<file path="config.mk">
export PLATFORM = sky130hd
export DESIGN_NAME = wb_ram_arbiter
export DESIGN_NICKNAME = d
export VERILOG_FILES = /design/src/rtl/wb_arb_pkg.sv /design/src/rtl/wb_ram_arbiter_rr_pick.sv /design/src/rtl/wb_ram_arbiter.sv
export SDC_FILE = /design/constraint.sdc
export NUM_CORES = 1
export LEC_CHECK = 0
export ABC_CLOCK_PERIOD_IN_PS = 2300
export BUFFER_PORTS_ARGS = -buffer_cell sky130_fd_sc_hd__buf_2
export CORE_AREA = 2 2 150 152
export CTS_CLUSTER_DIAMETER = 80
export CTS_CLUSTER_SIZE = 8
export DETAILED_ROUTE_END_ITERATION = 16
export DIE_AREA = 0 0 152 154
export PLACE_DENSITY_LB_ADDON = 0.25
export SYNTH_ARGS = -nofsm -noshare
export SYNTH_HDL_FRONTEND = slang
export SYNTH_SLANG_ARGS = --single-unit
</file>
<file path="constraint.sdc">
create_clock -name wb_clk -period 2.3 [get_ports wb_clk]
set_input_delay 0.46 -clock wb_clk [delete_from_list [all_inputs] [get_ports wb_clk]]
set_output_delay 0.46 -clock wb_clk [all_outputs]
set_load 0.01 [all_outputs]
</file>
<file path="src/rtl/wb_arb_pkg.sv">
// Shared constants and types for the Wishbone RAM arbiter.
package wb_arb_pkg;

   // Wishbone B4 cycle type identifiers
   localparam logic [2:0] CTI_CLASSIC = 3'b000;
   localparam logic [2:0] CTI_CONST   = 3'b001;
   localparam logic [2:0] CTI_INCR    = 3'b010;
   localparam logic [2:0] CTI_EOB     = 3'b111;

   // Wishbone B4 burst type extensions
   localparam logic [1:0] BTE_LINEAR  = 2'b00;
   localparam logic [1:0] BTE_WRAP4   = 2'b01;
   localparam logic [1:0] BTE_WRAP8   = 2'b10;
   localparam logic [1:0] BTE_WRAP16  = 2'b11;

   // Arbiter ownership state: IDLE = no grant, OWNED = one master holds the slave
   typedef enum logic {
      IDLE  = 1'b0,
      OWNED = 1'b1
   } arb_state_e;

endpackage

</file>
<file path="src/rtl/wb_ram_arbiter_rr_pick.sv">
// Combinational round-robin selector: picks the first asserted request at or
// after the priority pointer, scanning upward and wrapping to index 0.
module rr_pick #(
   parameter int N  = 3,
   parameter int PW = 2
) (
   input  logic [N-1:0]  req,
   input  logic [PW-1:0] ptr,
   output logic [N-1:0]  pick,
   output logic          valid
);

   logic [N-1:0] hi_oh;
   logic [N-1:0] lo_oh;
   logic         hi_found;
   logic         lo_found;

   // Lowest request at/above the pointer wins; otherwise lowest request overall (wrap)
   always_comb begin
      hi_oh    = '0;
      lo_oh    = '0;
      hi_found = 1'b0;
      lo_found = 1'b0;
      for (int i = N - 1; i >= 0; i--) begin
         if (req[i]) begin
            lo_oh    = '0;
            lo_oh[i] = 1'b1;
            lo_found = 1'b1;
            if (i >= int'(ptr)) begin
               hi_oh    = '0;
               hi_oh[i] = 1'b1;
               hi_found = 1'b1;
            end
         end
      end
      pick  = hi_found ? hi_oh : lo_oh;
      valid = lo_found;
   end

endmodule

</file>
<file path="src/rtl/wb_ram_arbiter.sv">
// Round-robin Wishbone B4 arbiter sharing one RAM slave between several masters.
// Handshake: a master's request is its cyc; the slave sees the granted master's
// cyc/stb and completes each stb-qualified beat with exactly one of ack/err/rty,
// which is routed back only to the granted master. Grant is held for the whole
// cyc so bursts are never split; a watchdog ends beats that never get a response.
module wb_ram_arbiter
   import wb_arb_pkg::*;
#(
   parameter int NUM_MASTERS = 3,
   parameter int AW          = 32,
   parameter int DW          = 32,
   parameter int TIMEOUT     = 255
) (
   input  logic                          wb_clk,
   input  logic                          wb_rst,
   input  logic [NUM_MASTERS*AW-1:0]     m_adr_i,
   input  logic [NUM_MASTERS*DW-1:0]     m_dat_i,
   input  logic [NUM_MASTERS*(DW/8)-1:0] m_sel_i,
   input  logic [NUM_MASTERS-1:0]        m_we_i,
   input  logic [NUM_MASTERS-1:0]        m_cyc_i,
   input  logic [NUM_MASTERS-1:0]        m_stb_i,
   input  logic [NUM_MASTERS*3-1:0]      m_cti_i,
   input  logic [NUM_MASTERS*2-1:0]      m_bte_i,
   output logic [DW-1:0]                 m_dat_o,
   output logic [NUM_MASTERS-1:0]        m_ack_o,
   output logic [NUM_MASTERS-1:0]        m_err_o,
   output logic [NUM_MASTERS-1:0]        m_rty_o,
   output logic [AW-1:0]                 s_adr_o,
   output logic [DW-1:0]                 s_dat_o,
   output logic [DW/8-1:0]               s_sel_o,
   output logic                          s_we_o,
   output logic                          s_cyc_o,
   output logic                          s_stb_o,
   output logic [2:0]                    s_cti_o,
   output logic [1:0]                    s_bte_o,
   input  logic [DW-1:0]                 s_dat_i,
   input  logic                          s_ack_i,
   input  logic                          s_err_i,
   input  logic                          s_rty_i,
   output logic [NUM_MASTERS-1:0]        grant_o,
   output logic                          timeout_o
);

   localparam int          PW     = (NUM_MASTERS > 1) ? $clog2(NUM_MASTERS) : 1;
   localparam int          SW     = DW / 8;
   localparam logic [15:0] TO_CNT = 16'(TIMEOUT);

   arb_state_e             state_q, state_d;
   logic [NUM_MASTERS-1:0] grant_q, grant_d;
   logic [PW-1:0]          ptr_q, ptr_d;
   logic [15:0]            wd_q, wd_d;

   logic [NUM_MASTERS-1:0] pick;
   logic                   pick_valid;
   logic [PW-1:0]          rel_ptr;

   logic                   g_cyc, g_stb, g_we;
   logic [AW-1:0]          g_adr;
   logic [DW-1:0]          g_dat;
   logic [SW-1:0]          g_sel;
   logic [2:0]             g_cti;
   logic [1:0]             g_bte;
   logic                   resp;
   logic                   fire;

   rr_pick #(
      .N  (NUM_MASTERS),
      .PW (PW)
   ) u_rr_pick (
      .req   (m_cyc_i),
      .ptr   (ptr_q),
      .pick  (pick),
      .valid (pick_valid)
   );

   // AND-OR mux of the granted master's signals; all zero while nobody holds a grant
   always_comb begin
      g_cyc   = 1'b0;
      g_stb   = 1'b0;
      g_we    = 1'b0;
      g_adr   = '0;
      g_dat   = '0;
      g_sel   = '0;
      g_cti   = '0;
      g_bte   = '0;
      rel_ptr = '0;
      for (int i = 0; i < NUM_MASTERS; i++) begin
         if (grant_q[i]) begin
            g_cyc   = m_cyc_i[i];
            g_stb   = m_stb_i[i];
            g_we    = m_we_i[i];
            g_adr   = m_adr_i[i*AW +: AW];
            g_dat   = m_dat_i[i*DW +: DW];
            g_sel   = m_sel_i[i*SW +: SW];
            g_cti   = m_cti_i[i*3 +: 3];
            g_bte   = m_bte_i[i*2 +: 2];
            rel_ptr = (i == NUM_MASTERS - 1) ? '0 : PW'(i + 1);
         end
      end
   end

   // A real slave response in the limit cycle beats the watchdog
   assign resp = s_ack_i | s_err_i | s_rty_i;
   assign fire = (state_q == OWNED) & g_cyc & g_stb & (wd_q == TO_CNT) & ~resp;

   assign s_cyc_o   = g_cyc & ~fire;
   assign s_stb_o   = g_stb & ~fire;
   assign s_we_o    = g_we;
   assign s_adr_o   = g_adr;
   assign s_dat_o   = g_dat;
   assign s_sel_o   = g_sel;
   assign s_cti_o   = g_cti;
   assign s_bte_o   = g_bte;

   assign m_dat_o   = s_dat_i;
   assign m_ack_o   = grant_q & {NUM_MASTERS{s_ack_i}};
   assign m_err_o   = grant_q & {NUM_MASTERS{s_err_i | fire}};
   assign m_rty_o   = grant_q & {NUM_MASTERS{s_rty_i}};
   assign grant_o   = grant_q;
   assign timeout_o = fire;

   // Ownership FSM, pointer advance on release and watchdog counting
   always_comb begin
      state_d = state_q;
      grant_d = grant_q;
      ptr_d   = ptr_q;
      wd_d    = '0;
      case (state_q)
         IDLE: begin
            if (pick_valid) begin
               state_d = OWNED;
               grant_d = pick;
            end
         end
         OWNED: begin
            if (!g_cyc) begin
               state_d = IDLE;
               grant_d = '0;
               ptr_d   = rel_ptr;
            end else if (!fire && s_stb_o && !resp) begin
               wd_d = wd_q + 16'd1;
            end
         end
         default: begin
            state_d = IDLE;
            grant_d = '0;
         end
      endcase
   end

   // State registers with synchronous reset
   always_ff @(posedge wb_clk) begin
      if (wb_rst) begin
         state_q <= IDLE;
         grant_q <= '0;
         ptr_q   <= '0;
         wd_q    <= '0;
      end else begin
         state_q <= state_d;
         grant_q <= grant_d;
         ptr_q   <= ptr_d;
         wd_q    <= wd_d;
      end
   end

endmodule

</file>
==> metrics.md, run 1 <==
| Metric | Value |
|---|---|
| Largest family of logic cells by synthesized area | compound AO/OA/AOI/OAI gates |
| Pre-CTS setup slack | roughly 15 ps |
| Final Setup Violations | 6 |
| Most frequent CP cell | or4_4 |
| Gpl congestion | about 0.76 |
| TritonCTS sink count | 22 |
| Wire per inst | between 10 and 15 um |
| Synth Area in Compound Gates | 0.3931 |
| Worst clock skew | about 2.5 ps |
| First-pass GRT wire length | ~22 mm |
| Hold crit path type | register to register |
| Sequential cell area fraction in the yosys report | 0.1601 |
| Post-route ant nets | 0 |
| Area of the multi-input gates | about 0.0019 mm^2 |
| Sequential cell area | around 450 um^2 |
| Yosys warnings | 0 |
| Vias | ~4.0k |
| Buffers & Inverters on Critical Path | 1 |
| Cell count after placement | roughly 1,000 |
| Number of max-cap violations | 0 |
| Peak supply drop | 0.3017 mV |
| Setup CP Type | register to output port |
| Final Cycle Share | 1.118 |
| Root buf cell | clkbuf_16 |
| Initial Utilization | 0.1268 |
| Synthesized area per cell | ~6.4 um^2 |
| Final core utilization | 0.2134 |
| Startpoint types | register |
| Worst slew pin tran | between 500 and 600 ps |
| Fin worst setup slack | -270.4 ps |
| Required @ worst endpoint | roughly 1800 ps |
| Drt pass-1 iters | 4 |
| Worst Path Arrival | around 2100 ps |
| Number of CTS-inserted buffers | 3 |
| CTS H-tree depth | 1 |
| Area added between synthesis and finish | 68.29% |
| Failing checks | setup timing |
| CTS tree | done |
| Yosys cell types | 41 |
| Die W | approximately 150 um |
| # nets final | ~1,000 |
| Final slew viol count | 0 |
| Post-CTS setup buffer count | 0 |
| Clk_lat worst skew | about 250 ps |
| CTS hold repair buffers | 0 |
| Post-synthesis simple-gate area fraction | 0.2511 |
| Status | complete, but fails checks |
| Final hold violations | 0 |
| HPWL after detailed placement | between 10 and 15 mm |
| Max Freq | around 390 MHz |
| Vias per inst | between 4 and 5 |
| Delay-heaviest family, CP | simple AND/OR/NAND/NOR gates |
| Post-Route WL | approximately 15 mm |
| GRT overflow | 0 |
| Crit. End Element | output port |
| Post-synthesis mux area share | 0 |
| Worst path slowest cell | or4_4 |
| Final min period | ~2600 ps |
| Vias in the first global route | roughly 3.9k |
| Adder-cell share of the synthesized area | 0.004550 |
| Initial antenna violation count | 1 |
| Clock Tree Buf Depth | 2 |
| Reg clk slew, reported paths | around 60 ps |
| Largest net degree at the start of global routing | 84 |
| Fill count | approximately 2.5k |
| Post-synthesis xor/xnor area fraction | 0.04459 |
| Lkg Pwr | roughly 2.2 nW |
| Die Ht | 154 um |
| Ratio of cells with drive above 1 in the final layout | 0.5043 |
| RSZ-0062 raised after global routing | yes |
| Layout Cells excl Fill | between 900 and 1k |
| Post-Syn Area | between 0.002 and 0.003 mm^2 |
| Max-slew headroom | 0.6547 |
| Cell Pwr Density | about 340 mW/mm^2 |
| Crit path max fanout | 6 |
| DRT iter0 DRCs | about 350 |
| Crit path cell chain | or4_4 > or4_4 > nor3_4 > o21a_1 > buf_2 |
| CP max stage delay | roughly 530 ps |
| Die area | 0.02341 mm^2 |
| GRT Util Overall | 0.1158 |
| Core area | 0.02169 mm^2 |
| I/O pins | 386 |
| Row Count | 54 |
| Post-route DRC | 0 |
| Register bit count reported by yosys | 22 |
| Port bufs | 321 |
| Cells after synthesis | 427 |
| Post-Syn Nets | slightly below 700 |
==> cells in the mapped netlist <==
cell type	instances	share of area
nor3_4	1	0.0059
inv_1	2	0.0027
nand2_1	79	0.11
buf_1	3	0.0041
a21boi_0	1	0.0027
and3b_1	2	0.0064
nor4_1	3	0.0068
o21ai_0	77	0.14
nor2b_1	3	0.0068
a211oi_1	1	0.0027
nand4_1	4	0.0091
or4b_1	1	0.0036
buf_6	2	0.0082
o211ai_1	2	0.0055
o2bb2ai_1	1	0.0032
buf_4	32	0.087
nand2b_1	5	0.011
nor3_1	5	0.0091
nand3_1	8	0.015
o22a_1	1	0.0032
or2_2	1	0.0023
and3_1	2	0.0045
a21oi_1	5	0.0091
nor2_1	24	0.033
and2_1	6	0.014
a32o_1	1	0.0036
a22oi_1	74	0.20
a21o_1	2	0.0055
xnor2_1	9	0.029
or4_1	2	0.0055
dfxtp_1	22	0.16
and4_1	1	0.0032
xor2_1	5	0.016
o21ba_2	1	0.0036
or4_4	1	0.0041
ha_1	1	0.0045
clkbuf_1	31	0.042
buf_2	1	0.0018
and4b_1	1	0.0036
o21a_1	3	0.0082
a41o_1	1	0.0036
==> cell families after synthesis <==
family / count (synthesis)
AOI/OAI and AO/OA: 170
buffers and inverters: 71
xor gates and xnor gates: 14
and+or+nand+nor: 149
DFF: 22
adders and majority gates: 1
==> per-layer routing <==
metal,up-vias,track usage,routed length (um)
met1,1776,0.1550,6455
li1,2073,-,-
met3,9,0.02621,1123
met4,0,0.01202,93
met2,189,0.1967,6977
met5,-,0,0
==> repair_timing <==
| action | in CTS | in global routing |
|---|---|---|
| pin swaps | 2 | 3 |
| resized for setup | 3 | 2 |
| endpoints found under the hold margin | 0 | 0 |
| endpoints found under the setup margin | 7 | 9 |
==> placed cells by master (no fill, tap or decap), types with 3 or more instances in the layout <==
| master | count |
|---|---|
| buf_2 | 321 |
| nand2_1 | 79 |
| o21ai_0 | 76 |
| a22oi_1 | 74 |
| nor2_1 | 24 |
| dfxtp_1 | 19 |
| buf_4 | 16 |
| xnor2_1 | 9 |
| nand3_1 | 8 |
| and2_1 | 6 |
| nand2b_1 | 5 |
| nor3_1 | 5 |
| a21oi_1 | 5 |
| xor2_1 | 5 |
| nand4_1 | 4 |
| o21a_1 | 3 |
| nor4_1 | 3 |
| clkbuf_16 | 3 |
| buf_12 | 3 |
==> sequential cells by signal (all words and copies together) (netlist names) <==
signal,flops
grant_o,3
ptr_q,2
state_q,1
wd_q,16
==> power by group <==
group	total [mW]	switching, mW	leakage (nW)	internal (mW)
Sequential	0.399	0.0128	0.180	0.386
Clock	0.405	0.139	0.0442	0.265
Combinational	0.750	0.401	1.98	0.348
Total	1.55	0.554	2.21	1.00
==> area by class of cell <==
class | count | share of cell area
Sequential cell | 22 | 0.09705
Multi-Input combinational cell | 334 | 0.4144
Antenna cell | 2 | 0.001081
Inverter | 2 | 0.001622
Tap cell | 280 | 0.07570
Clock buffer | 4 | 0.01919
Timing Repair Buffer | 342 | 0.3909
==> path summary, 6_finish.rpt <==
path,start,end,slack (ps),cells past startpoint
worst max-delay path,wd_q[10],m_err_o[0],-270,5
worst min-delay path,wd_q[0],wd_q[0],460,1
worst max register to register,wd_q[10],wd_q[9],380,5
worst min register to register,wd_q[0],wd_q[0],460,1
==> metrics by stage <==
| step | setup TNS, ps | total power, mW | cell area [um^2] | hold WS, ps |
|---|---|---|---|---|
| after floorplan | 0 | 0.7658 | 2750 | 425.6 |
| after global placement | 0 | 1.168 | 4522 | 446.4 |
| after detailed placement | 0 | 1.167 | 4522 | 452.8 |
| after CTS | -1495 | 1.588 | 4619 | 467.7 |
| after global routing | -1737 | 1.675 | 4623 | 507.3 |
| final | -1360 | 1.553 | 4628 | 463.1 |
No activity file was read; power rests on OpenSTA's default activity.
==> inputs of run 2 (changes only) <==
--- a/config.mk
+++ b/config.mk
@@ -12,6 +12,7 @@
 export CTS_CLUSTER_SIZE = 8
 export DETAILED_ROUTE_END_ITERATION = 16
 export DIE_AREA = 0 0 152 154
+export GPL_TIMING_DRIVEN = 0
 export PLACE_DENSITY_LB_ADDON = 0.25
 export SYNTH_ARGS = -nofsm -noshare
 export SYNTH_HDL_FRONTEND = slang
==> run 2 against run 1 <==
  * Combinational power up 25%
  * Via count up 11%
  * Worst hold slack worse by 1.8 ps
  * Register-to-register slack worse by 30 ps
  * Final cell count up 9.6%
  * The flow still finishes with violations (setup timing)
  * Clock skew down 0.52 ps
  * Count of clock-buffer cells in the layout down 1
  * Power up 9.4%
  * Cell area up 15%
==> metrics.md, run 2 (synthesized netlist as in run 1, its figures left out) <==
| Metric | Value |
|---|---|
| Hold path cells | 1 |
| Reg clk slew, reported paths | roughly 60 ps |
| Post-Route WL | 18.79 mm |
| DRT iter0 DRCs | about 280 |
| Peak supply drop | 0.2515 mV |
| Max-slew headroom | 0.5511 |
| Int Pwr | between 1 and 1.5 mW |
| HP Start | wd_q[0] |
| Crit. End Element | output port |
| Reg power frac | 0.233 |
| Setup CP Type | register to output port |
| Final hold violations | 0 |
| R2R depth | 6 |
| CTS hold repair buffers | 0 |
| Worst clock skew | between 1.5 and 2 ps |
| Worst slew pin tran | 666.3 ps |
| Comb pwr share | 0.553 |
| Drt pass-1 iters | 6 |
| Design Area, Final | 0.005325 mm^2 |
| Hold crit path type | register to register |
| Clk_lat worst skew | 250 ps |
| CTS tree | done |
| Area of the multi-input gates | just under 0.002 mm^2 |
| Post-route ant nets | 0 |
| Die Ht | between 150 and 200 um |
| Layout Cells excl Fill | 1,081 |
| Die area | between 0.02 and 0.025 mm^2 |
| Area added between synthesis and finish | 93.63% |
| Vias in the first global route | between 4k and 5k |
| Top reg by flops | wd_q |
| Final core utilization | 0.2455 |
| Crit path launch | wd_q[10] |
| Crit path cell chain | or4_1 > or4_4 > nor3_4 > o21a_1 > buf_2 |
| Total power | 1.699 mW |
| Row Count | between 50 and 60 |
| Root buf cell | clkbuf_16 |
| Number of max-cap violations | 0 |
| GRT overflow | 0 |
| Core area | ~0.022 mm^2 |
| Sw Share | 0.3692 |
| Final min period | around 2600 ps |
| Lkg Pwr | roughly 2.6 nW |
| Largest register FFs | 16 |
| Clock Power Share | 0.214 |
| GRT Util Overall | 0.1457 |
| Sequential cell area | ~460 um^2 |
| Final Cycle Share | 1.132 |
| HPWL after detailed placement | between 15 and 20 mm |
| TritonCTS sink count | 22 |
| CP max stage delay | between 500 and 600 ps |
| # nets final | around 1.1k |
| Required @ worst endpoint | 1840 ps |
| Clock Tree Buf Depth | 2 |
| Hold slack | approximately 460 ps |
| Max Freq | ~380 MHz |
| RSZ-0062 raised after global routing | yes |
| Wire per inst | ~17 um |
| Status | complete, but fails checks |
| Crit path max fanout | 6 |
| Pre-CTS setup slack | -1047 ps |
| Cell Pwr Density | between 300 and 400 mW/mm^2 |
| Setup TNS | -1581 ps |
| Worst Path Arrival | 2140 ps |
| Die W | around 150 um |
| Cell count after placement | approximately 1.1k |
| Fill count | around 2.5k |
| Final slew viol count | 0 |
| Initial Utilization | 0.1268 |
| Psw | around 0.63 mW |
| DP Area | about 0.005 mm^2 |
| First-pass GRT wire length | 26.79 mm |
| Ratio of cells with drive above 1 in the final layout | 0.5620 |
| Vias per inst | roughly 4.2 |
| Final Setup Violations | 6 |
| Gpl congestion | between 0.8 and 0.9 |
| Startpoint types | register |
| I/O pins | between 300 and 400 |
| Number of CTS-inserted buffers | 3 |
| Initial antenna violation count | 2 |
| Post-route DRC | 0 |
| Failing checks | setup timing |
| Largest net degree at the start of global routing | 12 |
| RR Startpoint | wd_q[10] |
| Commonest non-fill, non-tap cell in the layout | buf_2 |
| Most frequent cells in the layout | 353 x buf_2, 79 x nand2_1, 74 x a22oi_1, 54 x o21ai_0, 44 x buf_4 |
| CTS H-tree depth | 1 |
| Vias | 4,509 |
| Port bufs | ~350 |
| Worst path slowest cell | or4_4 |
| Fin worst setup slack | -302.6 ps |
## run 2: power by group through the flow
stage	registers [mW]	logic [mW]	clock network (mW)
finish	0.395	0.940	0.364
detailed placement	0.404	0.868	0
floorplan	0.402	0.363	0
CTS	0.396	0.904	0.377
global route	0.396	1.03	0.392
global placement	0.404	0.867	0
## run 2: cell type report
cell class | count | area share
diodes | 2 | 0.0009398
plain buffers | 69 | 0.1055
clock buffers | 3 | 0.01410
inverters | 2 | 0.001410
multi-input cells | 334 | 0.3628
flip-flops and latches | 22 | 0.08623
well taps | 280 | 0.06579
repair buffers | 369 | 0.3633
## run 2: final timing paths
kind	to	slack, ps
max	m_err_o[2]	-300
min	wd_q[0]	460
max reg2reg	wd_q[15]	350
min reg2reg	wd_q[0]	460
## run 2: critical path, delay by kind of cell, from the launching register on
kind                   cells  cell delay, ps
and+or+nand+nor            3            1270
AOI/OAI and AO/OA          1             170
buffers and inverters      1             120
DFF                        1             330
## run 2: metal layers
metal,vias up,global-route usage,share of wire
li1,2268,-,-
met1,2030,0.1902,0.42
met2,201,0.2568,0.50
met3,10,0.02480,0.064
met4,0,0.02092,0.014
met5,-,0,0
## run 2: what timing repair did
item | CTS | global route
endpoints found under the hold margin | 0 | 0
setup endpoints to repair | 86 | 62
pin swaps | 7 | 10
setup buffers | 3 | 11
gates cloned | 0 | 2
resized for setup | 64 | 48
